==> src/rtl/mem_port_arbiter.sv <==
// mem_port_arbiter
//   Shares the single memory port between instruction fetch and the memory
//   stage (loads/stores). One transaction is in flight at a time, sequenced
//   by a four-state FSM: IDLE -> ISSUE -> WAIT -> RESP -> IDLE.
//   Data requests win ties. With ARB_FAIRNESS_EN defined, a streak counter
//   forces a fetch grant after MAX_STREAK consecutive data grants taken while
//   fetch was waiting. Without the macro, priority is strict data-over-fetch.
//
// Ports
//   clk_i, rst_ni          clock, async active-low reset
//   if_req_i/if_addr_i     fetch read request (held until if_ack_o)
//   if_ack_o/if_rdata_o    one-cycle fetch completion + instruction word
//   d_req_i, d_we_i,
//   d_addr_i, d_wdata_i,
//   d_be_i                 data request (held until d_ack_o)
//   d_ack_o/d_rdata_o      one-cycle data completion + load data
//   mem_req_o, mem_we_o,
//   mem_addr_o,
//   mem_wdata_o, mem_be_o  registered request to memory
//   mem_gnt_i              memory accepts the request
//   mem_rvalid_i,
//   mem_rdata_i            memory response (reads and writes)
//   busy_o                 FSM not in IDLE
//   owner_o                current owner, 0 = fetch, 1 = data
//
// Every output comes straight from a flop; there is no input-to-output
// combinational path.

module mem_port_arbiter #(
  parameter int AWIDTH     = 32,
  parameter int DWIDTH     = 32,
  parameter int MAX_STREAK = 4
) (
  input  logic                  clk_i,
  input  logic                  rst_ni,

  input  logic                  if_req_i,
  input  logic [AWIDTH-1:0]     if_addr_i,
  output logic                  if_ack_o,
  output logic [DWIDTH-1:0]     if_rdata_o,

  input  logic                  d_req_i,
  input  logic                  d_we_i,
  input  logic [AWIDTH-1:0]     d_addr_i,
  input  logic [DWIDTH-1:0]     d_wdata_i,
  input  logic [DWIDTH/8-1:0]   d_be_i,
  output logic                  d_ack_o,
  output logic [DWIDTH-1:0]     d_rdata_o,

  output logic                  mem_req_o,
  output logic                  mem_we_o,
  output logic [AWIDTH-1:0]     mem_addr_o,
  output logic [DWIDTH-1:0]     mem_wdata_o,
  output logic [DWIDTH/8-1:0]   mem_be_o,
  input  logic                  mem_gnt_i,
  input  logic                  mem_rvalid_i,
  input  logic [DWIDTH-1:0]     mem_rdata_i,

  output logic                  busy_o,
  output logic                  owner_o
);

  typedef enum logic [1:0] {
    IDLE  = 2'd0,
    ISSUE = 2'd1,
    WAIT  = 2'd2,
    RESP  = 2'd3
  } state_t;

  state_t state_q, state_d;

  // FSM strobes
  logic arb_go;     // IDLE with a pending request: latch the winner
  logic gnt_take;   // ISSUE and memory accepted
  logic rsp_take;   // WAIT and memory responded

  logic grant_data; // arbitration result, only meaningful with arb_go
  logic fetch_forced;

`ifdef ARB_FAIRNESS_EN
  localparam int SW = $clog2(MAX_STREAK + 1);

  // Consecutive data grants taken while fetch was also requesting.
  logic [SW-1:0] streak_q;

  assign fetch_forced = if_req_i && (streak_q == SW'(MAX_STREAK));

  always_ff @(posedge clk_i or negedge rst_ni) begin
    if (!rst_ni) begin
      streak_q <= '0;
    end else if (arb_go) begin
      // Any fetch grant, or an arbitration fetch did not take part in,
      // ends the streak; a data grant over a waiting fetch extends it.
      if (!if_req_i || !grant_data)
        streak_q <= '0;
      else if (streak_q != SW'(MAX_STREAK))
        streak_q <= streak_q + 1'b1;
    end
  end
`else
  // Strict priority. MAX_STREAK only matters with fairness enabled; this
  // term folds to 0 for every legal value (>= 1).
  assign fetch_forced = (MAX_STREAK < 1) && if_req_i;
`endif

  assign grant_data = d_req_i && !fetch_forced;

  // ---------------------------------------------------------------------
  // FSM
  // ---------------------------------------------------------------------
  always_ff @(posedge clk_i or negedge rst_ni) begin
    if (!rst_ni) state_q <= IDLE;
    else         state_q <= state_d;
  end

  always_comb begin
    state_d  = state_q;
    arb_go   = 1'b0;
    gnt_take = 1'b0;
    rsp_take = 1'b0;
    case (state_q)
      IDLE: begin
        if (if_req_i || d_req_i) begin
          arb_go  = 1'b1;
          state_d = ISSUE;
        end
      end
      ISSUE: begin
        if (mem_gnt_i) begin
          gnt_take = 1'b1;
          state_d  = WAIT;
        end
      end
      WAIT: begin
        if (mem_rvalid_i) begin
          rsp_take = 1'b1;
          state_d  = RESP;
        end
      end
      // RESP is a dead cycle for arbitration: the requester sees its ack
      // and gets one edge to drop or change its request.
      RESP:    state_d = IDLE;
      default: state_d = IDLE;
    endcase
  end

  // ---------------------------------------------------------------------
  // Request / response datapath
  // ---------------------------------------------------------------------
  always_ff @(posedge clk_i or negedge rst_ni) begin
    if (!rst_ni) begin
      mem_req_o   <= 1'b0;
      mem_we_o    <= 1'b0;
      mem_addr_o  <= '0;
      mem_wdata_o <= '0;
      mem_be_o    <= '0;
      owner_o     <= 1'b0;
      busy_o      <= 1'b0;
      if_ack_o    <= 1'b0;
      d_ack_o     <= 1'b0;
      if_rdata_o  <= '0;
      d_rdata_o   <= '0;
    end else begin
      busy_o   <= (state_d != IDLE);
      if_ack_o <= 1'b0;
      d_ack_o  <= 1'b0;

      if (arb_go) begin
        owner_o   <= grant_data;
        mem_req_o <= 1'b1;
        if (grant_data) begin
          mem_we_o    <= d_we_i;
          mem_addr_o  <= d_addr_i;
          mem_wdata_o <= d_wdata_i;
          mem_be_o    <= d_be_i;
        end else begin
          mem_we_o    <= 1'b0;
          mem_addr_o  <= if_addr_i;
          mem_wdata_o <= '0;
          mem_be_o    <= '0;
        end
      end

      // Fields stay put after the grant; only the request strobe drops.
      if (gnt_take) mem_req_o <= 1'b0;

      // rdata registers are written only here, so they hold between acks.
      if (rsp_take) begin
        if (owner_o) begin
          d_rdata_o <= mem_rdata_i;
          d_ack_o   <= 1'b1;
        end else begin
          if_rdata_o <= mem_rdata_i;
          if_ack_o   <= 1'b1;
        end
      end
    end
  end

endmodule

==> config.mk <==
export PLATFORM = sky130hd
export DESIGN_NAME = mem_port_arbiter
export DESIGN_NICKNAME = d
export VERILOG_FILES = /design/src/rtl/mem_port_arbiter.sv
export SDC_FILE = /design/constraint.sdc
export NUM_CORES = 1
export LEC_CHECK = 0
export BUFFER_PORTS_ARGS = -buffer_cell sky130_fd_sc_hd__buf_2
export CORE_ASPECT_RATIO = 1.1
export CORE_MARGIN = 4
export CORE_UTILIZATION = 40
export DETAILED_ROUTE_END_ITERATION = 8
export GPL_ROUTABILITY_DRIVEN = 0
export MAX_ROUTING_LAYER = met4
export PLACE_DENSITY = 0.81
export RECOVER_POWER = 50
export SLEW_MARGIN = 0
export SYNTH_ARGS = -nofsm -noshare
export SYNTH_HDL_FRONTEND = slang
export SYNTH_SLANG_ARGS = --single-unit
==> constraint.sdc <==
create_clock -name clk_i -period 1.8 [get_ports clk_i]
set_clock_uncertainty 0.05 [all_clocks]
set_input_delay 0.18 -clock clk_i [delete_from_list [all_inputs] [get_ports clk_i]]
set_output_delay 0.18 -clock clk_i [all_outputs]
set_load 0.01 [all_outputs]
==> impl_metrics.toml <==
[worst_setup_path]
cp_cell_sequence = "nor2_4, o21ai_4, buf_4, mux2_2"
slowest_delay_ns = 0.49
r2r-end = "mem_addr_o[20]"
r2r_slack_ns = 0.09
startpoint_type = "register"
cp_max_fo = 50
timing.rr.start = "state_q[0]"
worstPathArrival_ns = 1.95
crit_type = "register to register"
cpMaxStageDelayCell = "dfrtp_1"
required_ns = 2.04
reg2reg_depth = 4
worstSetupEndpointType = "register"

[finish]
regArea_sq_um = 3503
layout_commonest_cell = "buf_2"
fin_nets = 843
area_delta_synth_final_pct = 50.42
final_cell_mix = "buf_2 (209), dfrtp_1 (140), mux2_2 (96)"
drive_gt1_share_pct = 54.05
nFillCells = 1081
final_core_util_pct = 61.66
final_cells = 906
multi_input_area_sq_um = 2027

[yosys]
synth.net_count = 483
ys_ff_latch = 140
synth_area_sq_um = 5700
synth_area_leaders = "dfrtp_1 (61%), mux2_2 (19%), mux2_4 (8.4%), a22o_1 (5.7%), buf_6 (1.6%)"
synth-warning-count = 0
avgSynthCellArea_sq_um = 16.57
yosys.area.top_type = "dfrtp_1"
yosysSeqAreaShare_pct = 61.46
synth_top_cell_area_share_pct = 61.46
synth_cells = 344
synth.distinct_cells = 23
ys.flop_type = "dfrtp_1"
async_flop_share_pct = 100.0
synth-edff-count = 0

[run_status]
status = "complete, no violations"

[cts]
cts.path.max_buffers = 2
root_buffer = "clkbuf_16"
cts_num_sinks = 140
htree_levels = 4
clock_latency_ns = 0.40
postCtsSetupBuffers = 0
cts_tree = "done"
cts.clk_slew.worst_paths_ns = 0.06
cts_resized = 0
hold_buffers = 71
cts-buffers-inserted = 17

[detailed_routing]
dr_wl_met3_um = 1150
antenna_left = 0
route.met2.wl_um = 8188
wl_per_cell_um = 17.26
routed.top_layer = "met4"
wl_met1_um = 5774
drc = 0
firstDrtPassIters = 4
vias = 4415
routed_wl_um = 15640
viasPerCell = 4.873
drt_iter0_drc = 162

[placed_design]
dp_slack_ns = 0.1289
port_buffers = 276
placedCellCount = 802
hpwl_um = 10500

[global_routing]
grt_usage_pct = 19.79
grt_max_degree = 51
overflow = 0
antenna_found_initial = 1
grt_pass1_wl_um = 24360
grt_pass1_vias = 4897

[sta]
period_minus_slack_ns = 1.707
rsz0062_at_grt = "no"
report.final.setup_viol = 0
min_period_over_period_pct = 94.82
setup-tns-final_ns = 0
tightest_slew_ns = 1.281
fmax_mhz = 585.9
hold_viol_final = 0
slew_headroom_pct = 14.60
finalMaxSlewViolations = 0
fin_ws_ns = 0.09326

[run]
max-cap-violations = 0

[min_path]
hp-class = "input port to register"
hold_depth = 3
hold_end = "owner_o"
hold_path.startpoint = "if_req_i"

[die]
start_util_pct = 40.99
die_area_sq_um = 16230
die_height_um = 133.2
die_w_um = 121.8
num_rows = 45
top_level_ports = 277
core_area_sq_um = 13910

[power_and_ir_drop]
p_leak_nw = 4.219
ir_drop_mv = 1.064
p_total_w = 0.01455
p_per_area_nw_per_um2 = 1697
## worst max-delay path: cells and delay by family (launching register included)
family / cells / cell delay (ns)
buffers and inverters: 1 / 0.47
AND/OR/NAND/NOR: 1 / 0.09
multiplexers: 1 / 0.41
flip-flops: 1 / 0.49
AO/OA/AOI/OAI: 1 / 0.06
## flip-flops by register name, indices dropped and copies added (netlist names)
name	cells
d_rdata_o	32
if_rdata_o	32
mem_addr_o	32
mem_wdata_o	32
mem_be_o	4
state_q	2
busy_o	1
d_ack_o	1
if_ack_o	1
mem_req_o	1
mem_we_o	1
owner_o	1
## layer usage
metal,vias to the layer above,GRT usage (%)
met5,-,-
met4,0,9.278
met3,43,5.775
met2,237,33.97
met1,2158,20.83
li1,1977,-
## layout make-up
type,count,share of cell area (%)
Clock buffer,22,5.530
Timing Repair Buffer,362,25.23
Multi-Input combinational cell,181,23.64
Inverter,2,0.08755
Tap cell,188,2.743
Clock inverter,9,1.853
Sequential cell,140,40.86
Antenna cell,2,0.05837
## cells by family (layout without fill, tap and decap cells)
family | after synthesis | after routing | share of synthesized area [%]
mux | 128 | 128 | 27.39
simple gates | 11 | 11 | 1.734
compound gates | 42 | 42 | 6.453
buf+inv | 23 | 395 | 2.963
flops | 140 | 140 | 61.46
other cells | 0 | 2 | 0
## cells in the mapped netlist (2+ instances only)
cell type  instances
dfrtp_1          140
mux2_2            96
a22o_1            37
mux2_4            32
buf_2              9
buf_6              8
buf_4              3
a21o_1             2
inv_1              2
nor2_4             2
## power by group
group / switching, W / internal [W] / total (W)
registers: 0.000914 / 0.00465 / 0.00557
logic: 0.00251 / 0.00277 / 0.00527
clock network: 0.00128 / 0.00243 / 0.00371
## metrics by stage
step	hold slack, ns	instance area (sq um)
2_1_floorplan	-0.1656	5700
3_3_place_gp	0.09042	7325
3_5_place_dp	0.1005	7325
4_1_cts	0.01788	8668
5_1_grt	0.02300	8572
6_report	0.03568	8574
## worst max path at each step
| stage | startpoint | to | slack, ns | cells past startpoint |
|---|---|---|---|---|
| after floorplan | state_q[0] | if_rdata_o[2] | 0.29 | 4 |
| after global placement | state_q[0] | mem_addr_o[14] | 0.19 | 4 |
| after detailed placement | state_q[0] | mem_addr_o[20] | 0.13 | 4 |
| after CTS | state_q[0] | mem_addr_o[20] | 0.1 | 4 |
| after global routing | state_q[0] | mem_addr_o[20] | 0.004 | 4 |
| final | state_q[0] | mem_addr_o[20] | 0.09 | 4 |
Power figures use the tool's default switching activity.
